[src/rtl/dma_dst_ctrl_if.sv]
// Destination engine bus bundle: channel buffer pop port plus core store port.
interface dma_dst_ctrl_if #(
  parameter int unsigned DATA_WD = 32,
  parameter int unsigned ADDR_WD = 32
);
  localparam int unsigned BE_WD = DATA_WD / 8;

  logic               buf_rvalid;
  logic [DATA_WD-1:0] buf_rdata;
  logic               buf_rready;

  logic               core_st_req;
  logic               core_st_gnt;
  logic               core_st_we;
  logic [BE_WD-1:0]   core_st_be;
  logic [DATA_WD-1:0] core_st_wdata;
  logic [ADDR_WD-1:0] core_st_addr;
  logic               core_st_rvalid;

  modport master (
    input  buf_rvalid, buf_rdata,
    output buf_rready,
    output core_st_req, core_st_we, core_st_be, core_st_wdata, core_st_addr,
    input  core_st_gnt, core_st_rvalid
  );

  modport slave (
    output buf_rvalid, buf_rdata,
    input  buf_rready,
    input  core_st_req, core_st_we, core_st_be, core_st_wdata, core_st_addr,
    output core_st_gnt, core_st_rvalid
  );
endinterface

[src/rtl/dma_dst_ctrl.sv]
// DMA destination engine: realigns packed buffer bytes to the destination offset
// and issues single-outstanding word stores. DMA_DST_PERF_CNT_EN adds a stall counter.
module dma_dst_ctrl #(
  parameter int unsigned DATA_WD = 32,
  parameter int unsigned ADDR_WD = 32,
  parameter int unsigned LEN_WD  = 12,
  parameter int unsigned BE_WD   = DATA_WD / 8
) (
  input  logic               clk_i,
  input  logic               rstn_i,
  input  logic               dst_start_i,
  input  logic [ADDR_WD-1:0] dst_addr_i,
  input  logic [LEN_WD-1:0]  data_length_i,
  input  logic               bd_last_i,
  input  logic               src_done_i,
  output logic               dst_idle_o,
  output logic               dst_done_o,
  output logic               ch_done_o,
`ifdef DMA_DST_PERF_CNT_EN
  output logic [15:0]        perf_stall_cnt_o,
`endif
  dma_dst_ctrl_if.master     bus
);
  localparam int unsigned CNT_WD = LEN_WD + 1;
  localparam int unsigned SPN_WD = LEN_WD + 2;

  typedef enum logic [2:0] {IDLE, FETCH, REQ, RESP, DONE} state_t;
  state_t state;

  logic [1:0]         off;
  logic [LEN_WD-1:0]  len;
  logic [ADDR_WD-1:0] base;
  logic               bd_last_q;
  logic               src_done_q;
  logic [CNT_WD-1:0]  beat_cnt, word_cnt;
  logic [DATA_WD-1:0] cur, carry;
  logic               st_req_q;
  logic [ADDR_WD-1:0] st_addr_q;
  logic [BE_WD-1:0]   st_be_q;
  logic [DATA_WD-1:0] st_wdata_q;
  logic               done_q, ch_done_q;

  logic [SPN_WD-1:0]  span;
  logic [CNT_WD-1:0]  beats_total, words_total;
  logic               need_pop;
  logic [DATA_WD-1:0] cur_nxt, wdata_nxt;
  logic [BE_WD-1:0]   first_m, last_m, be_nxt;
  logic [ADDR_WD-1:0] addr_nxt;

  assign span        = SPN_WD'(off) + SPN_WD'(len);
  assign beats_total = CNT_WD'((span + SPN_WD'(3)) >> 2);
  assign words_total = CNT_WD'((SPN_WD'(len) + SPN_WD'(3)) >> 2);
  assign need_pop    = word_cnt < words_total;
  assign addr_nxt    = base + ADDR_WD'({beat_cnt, 2'b00});

  // Beat data: current word shifted up by the offset, low lanes filled from the previous word.
  always_comb begin
    cur_nxt   = need_pop ? bus.buf_rdata : '0;
    wdata_nxt = (off == 2'd0) ? cur_nxt
              : (cur_nxt << (8 * 32'(off))) | (carry >> (8 * (BE_WD - 32'(off))));
    first_m   = '0;
    last_m    = '0;
    for (int unsigned i = 0; i < BE_WD; i++) begin
      first_m[i] = (i >= 32'(off)) && (SPN_WD'(i) < span);
      last_m[i]  = (span[1:0] == 2'b00) || (i < 32'(span[1:0]));
    end
    be_nxt = '1;
    if (beat_cnt == '0)                           be_nxt = be_nxt & first_m;
    if (beat_cnt == beats_total - CNT_WD'(1))     be_nxt = be_nxt & last_m;
  end

  always_ff @(posedge clk_i or negedge rstn_i) begin
    if (!rstn_i) begin
      state      <= IDLE;
      off        <= '0;
      len        <= '0;
      base       <= '0;
      bd_last_q  <= 1'b0;
      src_done_q <= 1'b0;
      beat_cnt   <= '0;
      word_cnt   <= '0;
      cur        <= '0;
      carry      <= '0;
      st_req_q   <= 1'b0;
      st_addr_q  <= '0;
      st_be_q    <= '0;
      st_wdata_q <= '0;
      done_q     <= 1'b0;
      ch_done_q  <= 1'b0;
    end else begin
      done_q    <= 1'b0;
      ch_done_q <= 1'b0;
      if (src_done_i) src_done_q <= 1'b1;
      unique case (state)
        IDLE: if (dst_start_i) begin
          off       <= dst_addr_i[1:0];
          len       <= data_length_i;
          base      <= {dst_addr_i[ADDR_WD-1:2], 2'b00};
          bd_last_q <= bd_last_i;
          beat_cnt  <= '0;
          word_cnt  <= '0;
          cur       <= '0;
          carry     <= '0;
          state     <= (data_length_i == '0) ? DONE : FETCH;
        end
        FETCH: if (!need_pop || bus.buf_rvalid) begin
          cur        <= cur_nxt;
          if (need_pop) word_cnt <= word_cnt + CNT_WD'(1);
          st_req_q   <= 1'b1;
          st_addr_q  <= addr_nxt;
          st_be_q    <= be_nxt;
          st_wdata_q <= wdata_nxt;
          state      <= REQ;
        end
        REQ: if (bus.core_st_gnt) begin
          st_req_q <= 1'b0;
          state    <= RESP;
        end
        RESP: if (bus.core_st_rvalid) begin
          carry    <= cur;
          beat_cnt <= beat_cnt + CNT_WD'(1);
          state    <= (beat_cnt + CNT_WD'(1) == beats_total) ? DONE : FETCH;
        end
        // A src_done pulse landing in this same cycle is consumed here, not left sticky.
        DONE: if (src_done_q || src_done_i) begin
          done_q     <= 1'b1;
          ch_done_q  <= bd_last_q;
          src_done_q <= 1'b0;
          state      <= IDLE;
        end
      endcase
    end
  end

`ifdef DMA_DST_PERF_CNT_EN
  logic [15:0] perf_q;
  always_ff @(posedge clk_i or negedge rstn_i) begin
    if (!rstn_i) begin
      perf_q <= '0;
    end else if (state == IDLE && dst_start_i) begin
      perf_q <= '0;
    end else if (((state == FETCH && !bus.buf_rvalid) || (state == REQ && !bus.core_st_gnt))
                 && perf_q != '1) begin
      perf_q <= perf_q + 16'd1;
    end
  end
  assign perf_stall_cnt_o = perf_q;
`endif

  assign dst_idle_o        = (state == IDLE);
  assign dst_done_o        = done_q;
  assign ch_done_o         = ch_done_q;
  assign bus.buf_rready    = (state == FETCH) && need_pop;
  assign bus.core_st_req   = st_req_q;
  assign bus.core_st_we    = 1'b1;
  assign bus.core_st_be    = st_be_q;
  assign bus.core_st_wdata = st_wdata_q;
  assign bus.core_st_addr  = st_addr_q;
endmodule

[src/flat_wrapper.sv]
// flat-port wrapper written by rule: the top's interface ports become plain ports
module dma_dst_ctrl_flat 
#(
  parameter int unsigned DATA_WD = 32,
  parameter int unsigned ADDR_WD = 32,
  parameter int unsigned LEN_WD  = 12,
  parameter int unsigned BE_WD   = DATA_WD / 8
)
  (clk_i, rstn_i, dst_start_i, dst_addr_i, data_length_i, bd_last_i, src_done_i, dst_idle_o, dst_done_o, ch_done_o, bus_buf_rvalid, bus_buf_rdata, bus_buf_rready, bus_core_st_req, bus_core_st_we, bus_core_st_be, bus_core_st_wdata, bus_core_st_addr, bus_core_st_gnt, bus_core_st_rvalid);
  dma_dst_ctrl_if #(.DATA_WD(DATA_WD), .ADDR_WD(ADDR_WD)) bus_i ();
  input  logic clk_i;
  input  logic rstn_i;
  input  logic dst_start_i;
  input  logic [ADDR_WD-1:0] dst_addr_i;
  input  logic [LEN_WD-1:0] data_length_i;
  input  logic bd_last_i;
  input  logic src_done_i;
  output logic dst_idle_o;
  output logic dst_done_o;
  output logic ch_done_o;
  input wire logic [$bits(bus_i.buf_rvalid)-1:0] bus_buf_rvalid;
  input wire logic [$bits(bus_i.buf_rdata)-1:0] bus_buf_rdata;
  output wire logic [$bits(bus_i.buf_rready)-1:0] bus_buf_rready;
  output wire logic [$bits(bus_i.core_st_req)-1:0] bus_core_st_req;
  output wire logic [$bits(bus_i.core_st_we)-1:0] bus_core_st_we;
  output wire logic [$bits(bus_i.core_st_be)-1:0] bus_core_st_be;
  output wire logic [$bits(bus_i.core_st_wdata)-1:0] bus_core_st_wdata;
  output wire logic [$bits(bus_i.core_st_addr)-1:0] bus_core_st_addr;
  input wire logic [$bits(bus_i.core_st_gnt)-1:0] bus_core_st_gnt;
  input wire logic [$bits(bus_i.core_st_rvalid)-1:0] bus_core_st_rvalid;
  assign bus_i.buf_rvalid = bus_buf_rvalid;
  assign bus_i.buf_rdata = bus_buf_rdata;
  assign bus_buf_rready = bus_i.buf_rready;
  assign bus_core_st_req = bus_i.core_st_req;
  assign bus_core_st_we = bus_i.core_st_we;
  assign bus_core_st_be = bus_i.core_st_be;
  assign bus_core_st_wdata = bus_i.core_st_wdata;
  assign bus_core_st_addr = bus_i.core_st_addr;
  assign bus_i.core_st_gnt = bus_core_st_gnt;
  assign bus_i.core_st_rvalid = bus_core_st_rvalid;
  dma_dst_ctrl #(.DATA_WD(DATA_WD), .ADDR_WD(ADDR_WD), .LEN_WD(LEN_WD), .BE_WD(BE_WD)) u_core (.clk_i(clk_i), .rstn_i(rstn_i), .dst_start_i(dst_start_i), .dst_addr_i(dst_addr_i), .data_length_i(data_length_i), .bd_last_i(bd_last_i), .src_done_i(src_done_i), .dst_idle_o(dst_idle_o), .dst_done_o(dst_done_o), .ch_done_o(ch_done_o), .bus(bus_i));
endmodule
[config.mk]
export PLATFORM = sky130hd
export DESIGN_NAME = dma_dst_ctrl_flat
export DESIGN_NICKNAME = d
export VERILOG_FILES = /design/src/rtl/dma_dst_ctrl_if.sv /design/src/rtl/dma_dst_ctrl.sv /design/src/flat_wrapper.sv
export SDC_FILE = /design/constraint.sdc
export NUM_CORES = 1
export LEC_CHECK = 0
export ABC_CLOCK_PERIOD_IN_PS = 5610
export CORE_MARGIN = 2
export CORE_UTILIZATION = 45
export DETAILED_ROUTE_END_ITERATION = 10
export PLACE_DENSITY_LB_ADDON = 0.25
export REMOVE_ABC_BUFFERS = 1
export SYNTH_ARGS = -nofsm -noshare
export SYNTH_HDL_FRONTEND = slang
export SYNTH_SLANG_ARGS = --single-unit
[constraint.sdc]
create_clock -name clk_i -period 5.61 [get_ports clk_i]
set_input_delay 1.122 -clock clk_i [delete_from_list [all_inputs] [get_ports clk_i]]
set_output_delay 1.122 -clock clk_i [all_outputs]
set_load 0.05 [all_outputs]
Yosys cells after proc, flatten, opt, wreduce, memory -nomap -nowiden
Cells that the tools add are included.
- output and inout port bits: 74
- word-level logic and storage cells: 109
- latch bits: 0
- memories: 0
- register bits: 210
- input bits: 84
- memory bits (writable): 0
- ROM bits: 0
- order comparisons: 11
- divide/modulo/power cells: 0
- add/subtract/negate cells: 8
- shifts and indexed selects: 2
- bitwise logic cells: 2
- multipliers: 0
- mux-type cells: 33
- reductions and logical operators: 25
- equal/unequal tests: 12
- operator list (cell ; number):
    $mux W32 ; 5
    $pmux W32 S2 ; 2
    $mux W13 ; 4
    $pmux W13 S2 ; 2
    $add A32 B15 Y32 ; 1
    $or A32 B32 Y32 ; 1
    $shl A32 B5 Y32 ; 1
    $shr A32 B32 Y32 ; 1
    $lt A1 B14 Y1 const A ; 2
    $lt A2 B14 Y1 const A ; 2
    $add A13 B1 Y13 const B ; 2
    $mux W3 ; 7
    $pmux W3 S5 ; 1
    $add A14 B2 Y14 const B ; 1
    $add A12 B2 Y13 const B ; 1
    $add A2 B12 Y13 ; 1
    $eq A13 B12 Y1 ; 1
    $eq A13 B13 Y1 ; 1
    $logic_not A13 Y1 ; 1
    $lt A13 B12 Y1 ; 1
    $sub A12 B1 Y13 const B ; 1
    $logic_not A12 Y1 ; 1
    $mux W1 ; 9
    $reduce_and A3 Y1 ; 3
    22 further kinds ; 41

Logic depth before layout (Yosys ltp)
Gate-level depths: netlist (run 1).
- depth after elaboration: 6
- gate-level depth with buffers: 18
- depth with buffers taken out: 15

Worst setup path after synthesis (run 1)
OpenSTA, ideal clock, no wires.
- path type: register -> output
- from: register u_core.len[3]
- to: output bus_buf_rready
- data arrival time: 3509 ps
- data required time: 4488 ps
- path slack: 979 ps
- path buffers: 4
- stages on the path, launching flop included: 15
- cell sequence: dfrtp_1 -> buf_6 -> nand3_4 -> or2_2 -> nor2_1 -> xnor2_1 -> ha_1 -> a21o_1 -> a211oi_1 -> a211oi_1 -> a311oi_1 -> clkbuf_1 -> nor2b_1 -> clkbuf_1 -> clkbuf_1
- cells in the longest elaborated chain, start to end: 3
- ends and longest elaborated chain (element ; line ; RTL):
    from (decl) ; dma_dst_ctrl.sv:31 ; logic [LEN_WD-1:0] len;
    from (signal assigned) ; dma_dst_ctrl.sv:97 ; len <= data_length_i;
    $add A12 B2 Y13 ; dma_dst_ctrl.sv:52 ; assign words_total = CNT_WD'((SPN_WD'(len) + SPN_WD'(3)) >> 2);
    $lt A13 B12 Y1 ; dma_dst_ctrl.sv:53 ; assign need_pop = word_cnt < words_total;
    $logic_and A1 B1 Y1 ; dma_dst_ctrl.sv:153 ; assign bus.buf_rready = (state == FETCH) && need_pop;
    to (decl) ; flat_wrapper.sv:23 ; output wire logic [$bits(bus_i.buf_rready)-1:0] bus_buf_rready;
Every way passes these cells.

Worst setup path after layout (run 1)
- from: register u_core.len[2]
- to: output bus_buf_rready
Same word-level chain as after synthesis.

==> out/results.ini, run 1 <==
[global_routing]
grt_pass1_wl_mm = 51.3
grt_max_degree = 110
overflow = 0
grt_usage = 0.222
use_met1 = 0.302
use_met3 = 0.0327
first_global_vias = 9777
busiest_layer = met2
antenna_found_initial = 0
grt_util_met2 = 0.366

[critical_path]
cp_num_buf_inv = 1
crit_type = flip-flop to output pin
critPathMostFrequentCell = a211oi_1
cp-start-kind = flip-flop
max_stage_delay_ns = 0.61
worstPathArrival_ns = 3.90
worstSetupEndpointType = output pin
critical_path.max_fanout = 12
slowest_stage = dfrtp_1
critical-path-top-delay-family = simple AND/OR/NAND/NOR gates
cp.required_ns = 4.49
path_cells = nand3_4, or2_2, nor2_1, xnor2_1, ha_1, a21o_1, a211oi_1, a211oi_1, a311oi_4, nor2b_2, buf_4

[die]
fp-row-count = 60
core_um2 = 26700
dieArea_um2 = 28200
die_y_um = 168
start_util = 0.454
top_level_ports = 158
fp.dieW_um = 168

[synthesis]
yosys-top-cells-area = dfrtp_1 (43%), nand2_1 (6.5%), o21ai_0 (6.0%)
synth_top_area_cell = dfrtp_1
synth_area_um2 = 12100
synth_top_cell_area_share = 0.430
syn_avg_cell_area_um2 = 9.19
synth-seq-cells = 208
async_reset_ff_frac = 1.00
synth_ff_type = dfrtp_1
synth-edff-count = 0
yosysWarnings = 0
synth.distinct_cells = 76
ys_top_cells_by_count = dfrtp_1 (208), nand2_1 (208), o21ai_0 (146), nor2_1 (95), clkbuf_1 (68)
yosysSeqAreaShare = 0.430
synth_cells = 1317

[finish]
n_antenna_cell = 0
fin_cells = 1783
nets = 1547
final_area_um2 = 14600
n_fill_cell = 2376
drive_gt1_frac = 0.0922
regArea_um2 = 5210
utilization = 0.548
areaGrowthSynthToFinish_pct = 20.8
multi_input_area_um2 = 6400

[cts]
cts_setup_buffers = 0
cts_resized = 0
htreeDepth = 1
cts_inserted_buffers = 25
max-clock-path-buffers = 3
root_buffer = clkbuf_16
path_clk_slew_ns = 0.06
clk-insertion-delay-late_ns = 0.52
clkSinkCount = 208
cts_tree = built
cts_hold_buf = 0

[sta]
slew_headroom = 0.175
skew_ns = 0.00980
fin_crit_ns = 5.03
worstMarginPinSlew_ns = 1.23
rsz0062_at_grt = no
whs_ns = 0.476
fin_crit_sh = 0.896
setup_viol = 0
finalHoldViolCount = 0
fmax_ghz = 0.199
drv_slew = 0

[power_and_ir_drop]
p_total_mw = 9.13
leakagePower_nw = 6.23
peakVddDrop_uv = 304
power-per-cell-area_nw_per_um2 = 625

[route]
wl_per_cell_um = 17.7
first_pass_iters = 5
drt_wl_total_mm = 31.5
drt-vias-per-instance = 5.62
drc_errors = 0
vias = 10026
antenna_left = 0
drtIter0Drc = 790

[placement]
dp_hpwl_mm = 21.8
dp_cells = 1740
port_buffers = 154
gp_congestion = 0.874
dpl_cell_area_um2 = 13800

[job]
cap_violations = 0

[hold_path]
hp-class = flip-flop to flip-flop

[outcome]
status = finished clean

## layout make-up
type,instances,area share
clock buffer,33,0.0490
clock inverter,10,0.00557
timing repair buffer,167,0.114
sequential,208,0.356
multi-input combinational,993,0.438
tap,341,0.0292
inverter,31,0.00796
## placed cells by master (no fill, tap or decap), types with 13 or more instances in the layout
cell type          n
nand2_1          208
dfrtp_1          207
clkdlybuf4s50_1  152
o21ai_0          146
nor2_1            93
a21oi_1           60
mux2_2            47
xnor2_1           43
xor2_1            37
a22o_1            37
ha_1              35
mux2i_1           32
inv_1             31
clkbuf_16         25
nor3_1            23
a211oi_1          22
nand3_1           19
nor2b_1           16
a221oi_1          13
a31oi_1           13
nand4_1           13
## where the power goes
| part | leakage [nW] | switching, mW | internal, mW |
|---|---|---|---|
| combinational | 3.17 | 3.06 | 1.87 |
| sequential | 2.66 | 0.528 | 2.10 |
| clock | 0.400 | 0.632 | 0.936 |
| total | 6.23 | 4.22 | 4.91 |
## sequential cells by signal (all words and copies together) (netlist names)
signal	cells
u_core.cur	32
u_core.bus.core_st_req	1
u_core.len	12
u_core.beat_cnt	13
u_core.dst_done_o	1
u_core.off	2
u_core.word_cnt	13
u_core.bus.core_st_wdata	32
u_core.base	30
u_core.bd_last_q	1
u_core.bus.core_st_be	4
u_core.src_done_q	1
u_core.ch_done_o	1
u_core.carry	32
u_core.state	3
u_core.bus.core_st_addr	30
## metrics by stage
stage	setup WS [ns]	TNS, ns
after global placement	1.19	0
after CTS	0.590	0
after floorplan	-1.18	-42.13
after detailed placement	1.03	0
after global routing	0.353	0
final	0.584	0
## tightest hold or removal path, cell delays in order (launching register included)
cell and delay, ns:
dfrtp_1 0.34, nand2_1 0.05, o21ai_0 0.06
## final timing paths
kind                                                          from                                       to  slack, ns  depth (start not counted)
setup reg to reg                         u_core.len[2]$_DFFE_PN0P_     u_core.bus.core_st_be[2]$_DFFE_PN0P_       0.99                         16
hold / removal             u_core.bus.core_st_wdata[8]$_DFFE_PN0P_  u_core.bus.core_st_wdata[8]$_DFFE_PN0P_       0.48                          2
hold reg to reg            u_core.bus.core_st_wdata[8]$_DFFE_PN0P_  u_core.bus.core_st_wdata[8]$_DFFE_PN0P_       0.48                          2
setup / recovery                         u_core.len[2]$_DFFE_PN0P_                           bus_buf_rready       0.58                         11
min in group asynchronous                                   rstn_i             u_core.carry[11]$_DFFE_PN0P_       0.73                          1
max in group asynchronous                                   rstn_i  u_core.bus.core_st_addr[19]$_DFFE_PN0P_       3.80                          2
## logic make-up (layout without fill, tap and decap cells)
logic type      Yosys count  count (layout)  share of synthesized area
buf+inv                 117             241                     0.0438
xor+xnor                 85              85                     0.0657
fa+ha+maj                37              37                     0.0395
simple gates            441             441                      0.168
other cells               2               3                   0.000621
flops                   208             208                      0.430
mux                      79              79                     0.0702
compound gates          348             348                      0.182
## routing by layer
layer	wire (um)	share of wire
met1	14000	0.44
met4	863	0.027
met2	15000	0.48
met3	1710	0.054
met5	0	0
No activity file was read; power rests on OpenSTA's default activity.
==> run 2: changes to the inputs <==
--- a/config.mk
+++ b/config.mk
@@ -6,8 +6,11 @@
 export NUM_CORES = 1
 export LEC_CHECK = 0
 export ABC_CLOCK_PERIOD_IN_PS = 5610
+export CAP_MARGIN = 20
+export CELL_PAD_IN_SITES_DETAIL_PLACEMENT = 1
+export CELL_PAD_IN_SITES_GLOBAL_PLACEMENT = 1
 export CORE_MARGIN = 2
-export CORE_UTILIZATION = 45
+export CORE_UTILIZATION = 43
 export DETAILED_ROUTE_END_ITERATION = 10
 export PLACE_DENSITY_LB_ADDON = 0.25
 export REMOVE_ABC_BUFFERS = 1
==> constraint.sdc (replaced) <==
create_clock -name clk_i -period 5.61 [get_ports clk_i]
set_input_delay 1.683 -clock clk_i [delete_from_list [all_inputs] [get_ports clk_i]]
set_output_delay 1.683 -clock clk_i [all_outputs]
set_load 0.05 [all_outputs]
==> run 2 against run 1 <==
  * Die area grew 4.5%
  * Setup slack got worse by 0.31 ns
  * Fmax decreased by 5.8%
  * Core utilization shrank 1.6 points
  * Largest cell class unchanged
  * Highest routed layer unchanged
==> out/results.ini, run 2 (synthesized netlist as in run 1, its figures left out) <==
[finish]
final_cell_mix = nand2_1 (208), dfrtp_1 (207), clkdlybuf4s50_1 (152), o21ai_0 (146), nor2_1 (93)  ; unchanged
multi_input_area_um2 = 6400  ; unchanged
nets = 1555  ; was 1547
final_area_um2 = 14800  ; was 14600 um^2
drive_gt1_frac = 0.0991  ; was 0.0922
n_fill_cell = 3184  ; was 2376
n_antenna_cell = 0  ; unchanged
areaGrowthSynthToFinish_pct = 22.2  ; was 20.8%
final_common_cell = nand2_1  ; unchanged
regArea_um2 = 5210  ; unchanged

[cts]
cts_hold_buf = 0  ; unchanged
clkSinkCount = 208  ; unchanged
cts_inserted_buffers = 26  ; was 25
clk-insertion-delay-late_ns = 0.55  ; was 0.52 ns
path_clk_slew_ns = 0.06  ; about the same
cts_resized = 0  ; unchanged
cts_tree = built  ; unchanged
htreeDepth = 1  ; unchanged
cts_setup_buffers = 0  ; unchanged
root_buffer = clkbuf_16  ; unchanged
max-clock-path-buffers = 3  ; unchanged

[critical_path]
critPathMostFrequentCell = a211oi_1  ; unchanged
setup.worst_path.end = bus_buf_rready  ; unchanged
r2r_slack_ns = 0.85  ; was 0.99 ns
path_cells = nand3_4, or2_2, nor2_1, xnor2_1, ha_1, a21o_1, a211oi_1, a211oi_1, a311oi_4, nor2b_2, buf_12  ; was nand3_4, or2_2, nor2_1, xnor2_1, ha_1, a21o_1, a211oi_1, a211oi_1, a311oi_4, nor2b_2, buf_4
critical_path.max_fanout = 11  ; was 12
cp.required_ns = 3.93  ; was 4.49 ns
crit_type = flip-flop to output pin  ; unchanged
max_stage_delay_ns = 0.60  ; was 0.61 ns
r2r_cells = 16  ; unchanged
cp-start-kind = flip-flop  ; unchanged
startpoint = u_core.len[2]$_DFFE_PN0P_  ; unchanged
r2r-start = u_core.len[2]$_DFFE_PN0P_  ; unchanged
worstPathArrival_ns = 3.65  ; was 3.90 ns
worstSetupEndpointType = output pin  ; unchanged
r2r_end = u_core.bus.core_st_be[3]$_DFFE_PN0P_  ; was u_core.bus.core_st_be[2]$_DFFE_PN0P_
slowest_stage = dfrtp_1  ; unchanged

[global_routing]
overflow = 0  ; unchanged
first_global_vias = 11004  ; was 9777
antenna_found_initial = 0  ; unchanged
grt_pass1_wl_mm = 58.0  ; was 51.3 mm
grt_usage = 0.246  ; was 0.222
grt_max_degree = 110  ; unchanged

[hold_path]
hp-class = flip-flop to flip-flop  ; unchanged
hp-start = u_core.bd_last_q$_DFFE_PN0P_  ; was u_core.bus.core_st_wdata[8]$_DFFE_PN0P_

[outcome]
status = finished clean  ; unchanged

[power_and_ir_drop]
leakagePower_nw = 6.30  ; was 6.23 nW
power-per-cell-area_nw_per_um2 = 638  ; was 625 nW/um^2
peakVddDrop_uv = 237  ; was 304 uV

[route]
drtIter0Drc = 594  ; was 790
first_pass_iters = 5  ; unchanged
wl_per_cell_um = 19.5  ; was 17.7 um
drt-vias-per-instance = 5.63  ; was 5.62
antenna_left = 0  ; unchanged
drc_errors = 0  ; unchanged
drt_wl_total_mm = 35.8  ; was 31.5 mm
vias = 10310  ; was 10026

[sta]
fmax_ghz = 0.187  ; was 0.199 GHz
setup_viol = 0  ; unchanged
rsz0062_at_grt = no  ; unchanged
slew_headroom = 0.327  ; was 0.175
finalHoldViolCount = 0  ; unchanged
fin_crit_ns = 5.34  ; was 5.03 ns
drv_slew = 0  ; unchanged
skew_ns = 0.0280  ; was 0.00980 ns
setup_tns_ns = 0  ; unchanged
fin_crit_sh = 0.951  ; was 0.896
worstMarginPinSlew_ns = 1.01  ; was 1.23 ns

[die]
fp-row-count = 61  ; was 60
top_level_ports = 158  ; unchanged
die_y_um = 172  ; was 168 um
core_um2 = 27800  ; was 26700 um^2
dieArea_um2 = 29500  ; was 28200 um^2
fp.dieW_um = 172  ; was 168 um
start_util = 0.436  ; was 0.454

[placement]
dp_hpwl_mm = 24.8  ; was 21.8 mm
dpl_cell_area_um2 = 13900  ; was 13800 um^2
gp_congestion = 0.872  ; was 0.874
port_buffers = 154  ; unchanged

[job]
cap_violations = 0  ; unchanged

-- run 2: metal layers --
metal | track usage | vias up | routed length [um] | share of wire
li1 | - | 4871 | - | -
met3 | 0.0301 | 68 | 1360 | 0.038
met1 | 0.318 | 5184 | 15500 | 0.43
met5 | 0 | - | 0 | 0
met4 | 0.0723 | 0 | 1020 | 0.028
met2 | 0.432 | 187 | 17900 | 0.50
-- run 2: cell type report --
class / count / share of cell area
Tap cell: 378 / 0.0320
Clock inverter: 16 / 0.0121
Inverter: 31 / 0.00787
Sequential cell: 208 / 0.352
Clock buffer: 31 / 0.0473
Multi-Input combinational cell: 993 / 0.433
Timing Repair Buffer: 174 / 0.116
-- run 2: power breakdown --
group | switching, mW | total [mW] | internal, mW
clock network | 0.685 | 1.72 | 1.03
registers | 0.528 | 2.63 | 2.10
logic | 3.20 | 5.09 | 1.89
-- run 2: how the worst min path moves through the flow --
stage                                                          end  slack, ns  depth (start not counted)
after floorplan                         u_core.ch_done_o$_DFF_PN0_       0.45                          1
after global placement                  u_core.ch_done_o$_DFF_PN0_       0.46                          1
after detailed placement  u_core.bus.core_st_wdata[12]$_DFFE_PN0P_       0.47                          2
after CTS                               u_core.ch_done_o$_DFF_PN0_       0.48                          1
after global routing      u_core.bus.core_st_wdata[12]$_DFFE_PN0P_       0.50                          2
final                                   u_core.ch_done_o$_DFF_PN0_       0.46                          1
-- run 2: worst max-delay path: cells and delay by family, from the launching register on --
kind / cells / cell delay, ns
xor+xnor: 1 / 0.16
buf+inv: 1 / 0.18
fa+ha+maj: 1 / 0.27
simple gates: 4 / 1.10
compound gates: 4 / 0.82
flops: 1 / 0.60
-- run 2: per-stage QoR --
step            util  total power, mW  hold WS (ns)  setup WS (ns)  std cells
2_1_floorplan      -             6.05         0.449          -1.73       1232
3_3_place_gp   0.500             7.54         0.459          0.885       1782
3_5_place_dp   0.500             7.73         0.469          0.832       1783
4_1_cts        0.532             9.51         0.476          0.242       1830
5_1_grt        0.532             10.1         0.502         0.0456       1831
6_report       0.532             9.44         0.464          0.274       1831
==> run 3: changes to the inputs <==
--- a/config.mk
+++ b/config.mk
@@ -14,6 +14,7 @@
 export DETAILED_ROUTE_END_ITERATION = 10
 export PLACE_DENSITY_LB_ADDON = 0.25
 export REMOVE_ABC_BUFFERS = 1
+export SLEW_MARGIN = 20
 export SYNTH_ARGS = -nofsm -noshare
 export SYNTH_HDL_FRONTEND = slang
 export SYNTH_SLANG_ARGS = --single-unit
==> run 3 against run 2 <==
  * Count of clock-buffer cells in the layout up 3
  * Sequential power about the same
  * Register-to-register slack about the same
  * Design area down 0.29%
  * Largest power group unchanged
  * Critical path type unchanged
  * Critical path depth unchanged
  * Wire length down 0.53%
  * Clock skew down 0.0082 ns
  * Sequential share of layout area up 0.10 points
  * Die area unchanged
  * First-iteration DRC count up 2.0%
==> out/results.ini, run 3 (synthesized netlist as in run 1, its figures left out) <==
[placement]
port_buffers = 154  ; unchanged
dpl_cell_area_um2 = 13900  ; about the same
gp_congestion = 0.872  ; unchanged
dp_hpwl_mm = 24.7  ; was 24.8 mm

[finish]
n_antenna_cell = 0  ; unchanged
final_area_um2 = 14700  ; was 14800 um^2
drive_gt1_frac = 0.0953  ; was 0.0991
nets = 1552  ; was 1555
final_common_cell = nand2_1  ; unchanged
final_cell_mix = nand2_1 (208), dfrtp_1 (207), clkdlybuf4s50_1 (152), o21ai_0 (145), nor2_1 (93)  ; was nand2_1 (208), dfrtp_1 (207), clkdlybuf4s50_1 (152), o21ai_0 (146), nor2_1 (93)
areaGrowthSynthToFinish_pct = 21.9  ; was 22.2%

[critical_path]
crit_type = flip-flop to output pin  ; unchanged
worstPathArrival_ns = 3.62  ; was 3.65 ns
cp-start-kind = flip-flop  ; unchanged
r2r_end = u_core.bus.core_st_be[3]$_DFFE_PN0P_  ; unchanged
r2r-start = u_core.len[2]$_DFFE_PN0P_  ; unchanged
cp.required_ns = 3.93  ; about the same
startpoint = u_core.len[2]$_DFFE_PN0P_  ; unchanged
critical-path-top-delay-family = simple AND/OR/NAND/NOR gates  ; unchanged
setup.worst_path.end = bus_buf_rready  ; unchanged
path_cells = nand3_4, or2_2, nor2_1, xnor2_1, ha_1, a21o_1, a211oi_1, a211oi_1, a311oi_4, nor2b_2, buf_12  ; unchanged
critical_path.max_fanout = 11  ; unchanged
r2r_slack_ns = 0.85  ; about the same
max_stage_delay_ns = 0.60  ; about the same
r2r_cells = 16  ; unchanged
slowest_stage = dfrtp_1  ; unchanged
worstSetupEndpointType = output pin  ; unchanged
cp_num_buf_inv = 1  ; unchanged
critPathMostFrequentCell = a211oi_1  ; unchanged
cp.depth = 11  ; unchanged

[power_and_ir_drop]
power-per-cell-area_nw_per_um2 = 635  ; was 638 nW/um^2
switching_power_mw = 4.36  ; was 4.42 mW
swShare = 0.465  ; was 0.468
pwr-share-seq = 0.281  ; was 0.279
p_total_mw = 9.36  ; was 9.44 mW
p_int_mw = 5.01  ; was 5.02 mW
leakagePower_nw = 6.27  ; was 6.30 nW
peakVddDrop_uv = 242  ; was 237 uV
p_clk_frac = 0.178  ; was 0.182
p_comb_frac = 0.542  ; was 0.540

[die]
dieArea_um2 = 29500  ; unchanged
start_util = 0.436  ; unchanged
fp-row-count = 61  ; unchanged
die_y_um = 172  ; unchanged
fp.dieW_um = 172  ; unchanged
core_um2 = 27800  ; unchanged
top_level_ports = 158  ; unchanged

[global_routing]
grt_usage = 0.245  ; was 0.246
grt_max_degree = 110  ; unchanged
antenna_found_initial = 0  ; unchanged
overflow = 0  ; unchanged
first_global_vias = 10916  ; was 11004
grt_pass1_wl_mm = 57.8  ; was 58.0 mm

[sta]
setup_viol = 0  ; unchanged
worstMarginPinSlew_ns = 0.946  ; was 1.01 ns
rsz0062_at_grt = no  ; unchanged
finalHoldViolCount = 0  ; unchanged
skew_ns = 0.0198  ; was 0.0280 ns
fin_crit_ns = 5.30  ; was 5.34 ns
slew_headroom = 0.369  ; was 0.327
fin_crit_sh = 0.945  ; was 0.951
fmax_ghz = 0.189  ; was 0.187 GHz
drv_slew = 0  ; unchanged

[cts]
cts_resized = 0  ; unchanged
cts_setup_buffers = 0  ; unchanged
cts_tree = built  ; unchanged
clk-insertion-delay-late_ns = 0.53  ; was 0.55 ns
path_clk_slew_ns = 0.06  ; about the same
htreeDepth = 1  ; unchanged
max-clock-path-buffers = 3  ; unchanged
cts_inserted_buffers = 25  ; was 26
clkSinkCount = 208  ; unchanged
root_buffer = clkbuf_16  ; unchanged
cts_hold_buf = 0  ; unchanged

[hold_path]
hp-class = flip-flop to flip-flop  ; unchanged

[route]
drt-vias-per-instance = 5.65  ; was 5.63
antenna_left = 0  ; unchanged
drtIter0Drc = 606  ; was 594
wl_per_cell_um = 19.5  ; about the same
vias = 10316  ; was 10310
first_pass_iters = 5  ; unchanged
drt_wl_total_mm = 35.6  ; was 35.8 mm
drc_errors = 0  ; unchanged

[job]
cap_violations = 0  ; unchanged

[outcome]
status = finished clean  ; unchanged

-- run 3: cell count changes in the layout (fill, tap and decap cells not counted), sizes merged --
cell | before | now
clkinv | 11 | 5
clkbuf | 32 | 35
buf | 21 | 19
-- run 3: worst min path at each step --
stage,slack (ns),depth (start not counted),endpoint,from
after global routing,0.50,2,u_core.bus.core_st_wdata[12]$_DFFE_PN0P_,u_core.bus.core_st_wdata[12]$_DFFE_PN0P_
after global placement,0.46,1,u_core.ch_done_o$_DFF_PN0_,u_core.bd_last_q$_DFFE_PN0P_
after detailed placement,0.47,2,u_core.bus.core_st_wdata[12]$_DFFE_PN0P_,u_core.bus.core_st_wdata[12]$_DFFE_PN0P_
after CTS,0.48,1,u_core.ch_done_o$_DFF_PN0_,u_core.bd_last_q$_DFFE_PN0P_
after floorplan,0.45,1,u_core.ch_done_o$_DFF_PN0_,u_core.bd_last_q$_DFFE_PN0P_
final,0.48,2,u_core.bus.core_st_wdata[12]$_DFFE_PN0P_,u_core.bus.core_st_wdata[12]$_DFFE_PN0P_
-- run 3: tightest hold or removal path, stage by stage, from the launching register on --
cell     delay, ns
dfrtp_1       0.34
nand2_1       0.04
o21ai_0       0.06
-- run 3: power groups by stage --
stage | clock network, mW | logic, mW | registers, mW
2_1_floorplan | 0 | 2.74 | 3.32
3_3_place_gp | 0 | 4.93 | 2.62
3_5_place_dp | 0 | 5.07 | 2.65
4_1_cts | 1.71 | 5.11 | 2.63
5_1_grt | 1.76 | 5.58 | 2.72
6_report | 1.66 | 5.07 | 2.63
-- run 3: cell type report --
type / instances / area, um^2
clock inverter: 10 / 131
tap: 378 / 473
multi-input combinational: 993 / 6410
inverter: 31 / 116
clock buffer: 34 / 709
timing repair buffer: 172 / 1700
sequential: 208 / 5210
fill: 3189 / 13000
-- run 3: routing by layer --
layer  GRT usage  up-vias  share of wire
met1       0.319     5209           0.44
met3      0.0237       43          0.039
met2       0.441      197           0.51
met5           0        -              0
li1            -     4867              -
met4      0.0559        0          0.019
-- run 3: per-stage QoR --
stage          cells  setup slack, ns  hold slack (ns)  TNS, ns   util
6_report        1826            0.308            0.476        0  0.531
2_1_floorplan   1232            -1.73            0.449   -42.69      -
4_1_cts         1826            0.249            0.482        0  0.531
3_3_place_gp    1782            0.885            0.459        0  0.500
3_5_place_dp    1782            0.807            0.469        0  0.500
5_1_grt         1826           0.0515            0.502        0  0.531
